`src/rtl/pc_bp_btb_ras.sv`:
```
// Fetch PC unit: tagged BTB with per-entry saturating counters and entry types,
// plus a circular speculative return address stack. Lookup is combinational from pc.
module pc_bp_btb_ras #(
  parameter int W = 32,
  parameter int IDX_W = 6,
  parameter int TAG_W = 8,
  parameter int CNT_BITS = 2,
  parameter int RAS_DEPTH_W = 3,
  parameter logic [W-1:0] RESET_ADDR = '0
) (
  input  logic         clk,
  input  logic         rst,
  input  logic         stall,
  input  logic         flush,
  input  logic [W-1:0] flush_addr,
  input  logic         upd_valid,
  input  logic [W-1:0] upd_pc,
  input  logic         upd_taken,
  input  logic [W-1:0] upd_target,
  input  logic [1:0]   upd_type,
  output logic [W-1:0] pc,
  output logic         pred_hit,
  output logic         pred_taken,
  output logic [W-1:0] pred_addr,
  output logic [1:0]   pred_type
);

  localparam int DEPTH = 1 << IDX_W;
  localparam int RAS_N = 1 << RAS_DEPTH_W;
  localparam logic [CNT_BITS-1:0] CNT_WNT = CNT_BITS'((1 << (CNT_BITS - 1)) - 1);
  localparam logic [CNT_BITS-1:0] CNT_WT  = CNT_BITS'(1 << (CNT_BITS - 1));
  localparam logic [RAS_DEPTH_W:0] RAS_FULL = (RAS_DEPTH_W + 1)'(RAS_N);
  localparam logic [1:0] T_BR   = 2'b00;
  localparam logic [1:0] T_CALL = 2'b10;
  localparam logic [1:0] T_RET  = 2'b11;

  function automatic logic [CNT_BITS-1:0] sat_inc(input logic [CNT_BITS-1:0] c);
    return (c == '1) ? c : c + 1'b1;
  endfunction

  function automatic logic [CNT_BITS-1:0] sat_dec(input logic [CNT_BITS-1:0] c);
    return (c == '0) ? c : c - 1'b1;
  endfunction

  logic                vld_mem [DEPTH];
  logic [TAG_W-1:0]    tag_mem [DEPTH];
  logic [W-1:0]        tgt_mem [DEPTH];
  logic [1:0]          typ_mem [DEPTH];
  logic [CNT_BITS-1:0] cnt_mem [DEPTH];

  logic [W-1:0]           ras_mem [RAS_N];
  logic [RAS_DEPTH_W-1:0] ras_ptr;
  logic [RAS_DEPTH_W-1:0] ras_top_ptr;
  logic [RAS_DEPTH_W:0]   ras_cnt;

  logic [IDX_W-1:0] idx;
  logic [TAG_W-1:0] tag;
  logic [W-1:0]     pc_inc;
  logic [W-1:0]     ras_top;
  logic             hit;
  logic             ras_nonempty;
  logic             advance;
  logic             push;
  logic             pop;

  logic [IDX_W-1:0] upd_idx;
  logic [TAG_W-1:0] upd_tag;
  logic             upd_match;

  // Address bits outside index/tag are intentionally ignored by the tables.
  logic unused_bits;
  assign unused_bits = ^{pc, upd_pc};

  assign idx          = pc[IDX_W+1:2];
  assign tag          = pc[IDX_W+TAG_W+1:IDX_W+2];
  assign pc_inc       = pc + W'(4);
  assign ras_top_ptr  = ras_ptr - 1'b1;
  assign ras_top      = ras_mem[ras_top_ptr];
  assign ras_nonempty = (ras_cnt != '0);
  assign hit          = vld_mem[idx] && (tag_mem[idx] == tag);

  always_comb begin
    pred_hit   = hit;
    pred_type  = hit ? typ_mem[idx] : T_BR;
    pred_taken = hit && ((typ_mem[idx] != T_BR) || cnt_mem[idx][CNT_BITS-1]);
    pred_addr  = pc_inc;
    if (pred_taken) begin
      if (typ_mem[idx] == T_RET && ras_nonempty) pred_addr = ras_top;
      else                                        pred_addr = tgt_mem[idx];
    end
  end

  // Speculative RAS moves only when fetch really advances along the prediction.
  assign advance = !rst && !flush && !stall;
  assign push    = advance && pred_taken && (pred_type == T_CALL);
  assign pop     = advance && pred_taken && (pred_type == T_RET) && ras_nonempty;

  always_ff @(posedge clk) begin
    if (rst) begin
      pc      <= RESET_ADDR;
      ras_ptr <= '0;
      ras_cnt <= '0;
    end else begin
      if (flush)       pc <= flush_addr;
      else if (!stall) pc <= pred_addr;
      if (push) begin
        ras_ptr <= ras_ptr + 1'b1;
        if (ras_cnt != RAS_FULL) ras_cnt <= ras_cnt + 1'b1;
      end else if (pop) begin
        ras_ptr <= ras_top_ptr;
        ras_cnt <= ras_cnt - 1'b1;
      end
    end
  end

  always_ff @(posedge clk) begin
    if (push) ras_mem[ras_ptr] <= pc_inc;
  end

  assign upd_idx   = upd_pc[IDX_W+1:2];
  assign upd_tag   = upd_pc[IDX_W+TAG_W+1:IDX_W+2];
  assign upd_match = vld_mem[upd_idx] && (tag_mem[upd_idx] == upd_tag);

  // A taken branch that allocates starts weakly taken instead of incrementing a stale count.
  always_ff @(posedge clk) begin
    if (rst) begin
      for (int i = 0; i < DEPTH; i++) begin
        vld_mem[i] <= 1'b0;
        cnt_mem[i] <= CNT_WNT;
      end
    end else if (upd_valid) begin
      if (upd_taken) vld_mem[upd_idx] <= 1'b1;
      if (upd_type == T_BR) begin
        if (upd_taken)      cnt_mem[upd_idx] <= upd_match ? sat_inc(cnt_mem[upd_idx]) : CNT_WT;
        else if (upd_match) cnt_mem[upd_idx] <= sat_dec(cnt_mem[upd_idx]);
      end
    end
  end

  always_ff @(posedge clk) begin
    if (upd_valid && upd_taken) begin
      tag_mem[upd_idx] <= upd_tag;
      tgt_mem[upd_idx] <= upd_target;
      typ_mem[upd_idx] <= upd_type;
    end
  end

endmodule

```
`config.mk`:
```
export PLATFORM = sky130hd
export DESIGN_NAME = pc_bp_btb_ras
export DESIGN_NICKNAME = d
export VERILOG_FILES = /design/src/rtl/pc_bp_btb_ras.sv
export SDC_FILE = /design/constraint.sdc
export NUM_CORES = 2
export LEC_CHECK = 0
export CORE_ASPECT_RATIO = 1.25
export CORE_UTILIZATION = 50
export DETAILED_ROUTE_END_ITERATION = 12
export PLACE_DENSITY = 0.65
export SLEW_MARGIN = 10
export SYNTH_ARGS = -nofsm -noshare
export SYNTH_HDL_FRONTEND = slang
export SYNTH_SLANG_ARGS = --single-unit
```
`constraint.sdc`:
```
create_clock -name clk -period 7.9 [get_ports clk]
set_input_delay 1.185 -clock clk [delete_from_list [all_inputs] [get_ports clk]]
set_output_delay 1.185 -clock clk [all_outputs]
set_load 0.02 [all_outputs]
```
==> run summary <==
Overflow after GRT: 0
Worst setup SP type: flip-flop
Post-Route WL: 398000 µm
asr flop ratio synth: 0%
Die Ht: 572 µm
top post-synthesis cells by count: edfxtp_1, mux4_2, nor2_1
adder-cell share of the synthesized area: 0.0713%
hold path cells: 2
vias in the first global route: 70811
Post-Synth XOR/XNOR Area: 0.290%
detailed-route DRC error count: 0
class of the most critical setup path: reg2out
via count: 71614
clock sink count: 3181
Peak Freq: 129 MHz
Worst R2R End: ras_mem[6][30]$_DFFE_PP_
Worst VDD drop: 0.200 mV
flop-to-flop setup slack: 2170 ps
Final ANT Viol Nets: 0
post-synthesis sequential area ratio: 72.7%
worst setup margin: 123 ps
Ports: 172
Routed WL per cell: 38.4 µm
Yosys warning count: 0
1st-iter DRT viols: 10435
slew margin rel.: 19.6%
FF+latch count, synth: 3181
Cell Area, Synth: 0.130 mm²
P&R area growth vs syn: 12.9%
fin nets: 6854
Setup Viol. Count Final: 0
TritonCTS buffer count: 307
layout cells sized above 1: 27.9%
post-synthesis compound-gate area fraction: 4.06%
CTS Hold Bufs: 0
largest net degree at the start of global routing: 129
Area contributors post-synth: edfxtp_1, mux4_2, dfxtp_1, mux2i_1, a22oi_1
CTS tree: built
Post-Synthesis Cells: 6432
post-CTS setup buffer count: 0
first-pass GRT wire length: 550000 µm
Crit. End Element: primary output
GP Congestion: 0.961
Slew @ Worst Pin: 1210 ps
top cell type by total area after synthesis: edfxtp_1
Synth cell types: 86
worst r2r path cells: 13
worst-path fanout max: 32
root buffer cell: clkbuf_16
die width: 458 µm
Power Density: 244 mW/mm²
max_cap viols: 0
HP Start: vld_mem[15]$_DFF_P_
post-synthesis mux area share: 18.0%
number of synthesized flops with an enable pin: 3072
clock skew: 76.4 ps
dpl ws: 1230 ps
fin crit share: 98.4%
total core area: 0.258 mm²
RSZ-0062 raised after global routing: false
clk buf depth: 4
final hold vios: 0
top_reg_cell synth: edfxtp_1
Initial Utilization: 50.4%
Hold Path End: vld_mem[15]$_DFF_P_
drt pass-1 iters: 10
crit path time final: 7780 ps
data required time at the worst endpoint: 6710 ps
status: finished clean
Worst EP arrival: 6590 ps
combinational family with the most area after synthesis: multiplexers
Reg clk slew, reported paths: 60 ps
Worst-Skew Late Latency: 920 ps
die footprint: 0.262 mm²
H-tree depth: 5
Vias/cell: 6.92
PostCTS Resize Cnt: 0
Total Routing Usage GR: 30.3%
cell leakage power: 0.0451 µW
most common cell in the netlist: edfxtp_1
syn_nets: 6542
share of the synthesized area in the top cell type: 71.0%
simple-gate area share of the yosys netlist: 3.07%
hold crit path type: reg2reg
hpwl dp: 233000 µm
number of I/O port buffers: 153
syn_area_per_cell: 20.2 µm²
initial antenna violation count: 37
Max Transition Viols Final: 0
TNS Setup: 0 ps
Rows: 208
layout by cell type (no fill, tap or decap), types with 74 or more instances in the layout:
cell             count
nand2_1            108
edfxtp_1          3072
nand3_1            143
clkbuf_16          320
a22oi_1            164
clkdlybuf4s50_1    107
nor4_1              74
nor2_1             186
mux2i_1            205
a21oi_1             89
buf_4              238
mux4_2             883
mux2_2             101
dfxtp_1            103
registers in the layout, indices dropped and copies added, names as in the netlist, named ones only:
register	cells
ras_ptr	3
ras_mem	256
tgt_mem	2048
ras_cnt	4
typ_mem	128
pc	32
tag_mem	512
cnt_mem	128
vld_mem	64
how the worst max path moves through the flow:
stage	to	slack, ps
finish	pred_addr[26]	120
global route	pred_addr[26]	60
global placement	pred_addr[15]	1210
floorplan	ras_mem[4][0]$_DFFE_PP_	1270
CTS	pred_addr[22]	300
detailed placement	pred_addr[22]	1230
power breakdown:
part,total [µW],switching [µW],internal (µW)
Combinational,2680,1650,1030
Sequential,18700,81.7,18600
Clock,14400,6260,8170
Total,35800,7990,27800
kinds of logic after synthesis:
logic type / Yosys count
adders and majority gates: 7
muxes: 1201
DFF: 3181
AOI/OAI and AO/OA: 712
and+or+nand+nor: 788
xor gates and xnor gates: 43
buffers and inverters: 500
per-layer routing:
layer  track usage (%)  part of all wire, %  vias to the layer above
li1                  -                    -                    27839
met1              38.6                   36                    37898
met2              48.6                   48                     4699
met3              6.14                  9.9                     1158
met4              17.4                  6.6                       20
met5                 0                0.030                        -
layout make-up:
cell class	instances	area (µm²)
well taps	3360	4200
clock inverters	148	1330
multi-input cells	2751	33800
clock buffers	393	8310
repair buffers	451	4310
diodes	16	40.0
inverters	52	203
fillers	18907	111000
flip-flops and latches	3181	94400
critical path, cell delays in order (launching register included):
cell             delay, ps
dfxtp_4                780
buf_4                  340
buf_4                  400
mux4_2                 360
nand2_1                110
a21oi_1                120
o31ai_1                730
buf_4                  280
nor2_1                 140
nand3_4                350
buf_4                  340
nand3_1                470
o2111ai_1              280
a21boi_0               330
inv_1                   70
clkdlybuf4s50_1        540
stage by stage:
step,util (%),std cells,total power [µW],instance area [µm²],hold WS [ps]
2_1_floorplan,-,6432,20500,130000,449
3_3_place_gp,53.1,9795,21600,137000,462
3_5_place_dp,53.1,9795,21700,137000,482
4_1_cts,56.9,10336,35900,147000,496
5_1_grt,56.9,10342,36600,147000,521
6_report,56.9,10352,35800,147000,493
(Power assumes the default switching activity.)
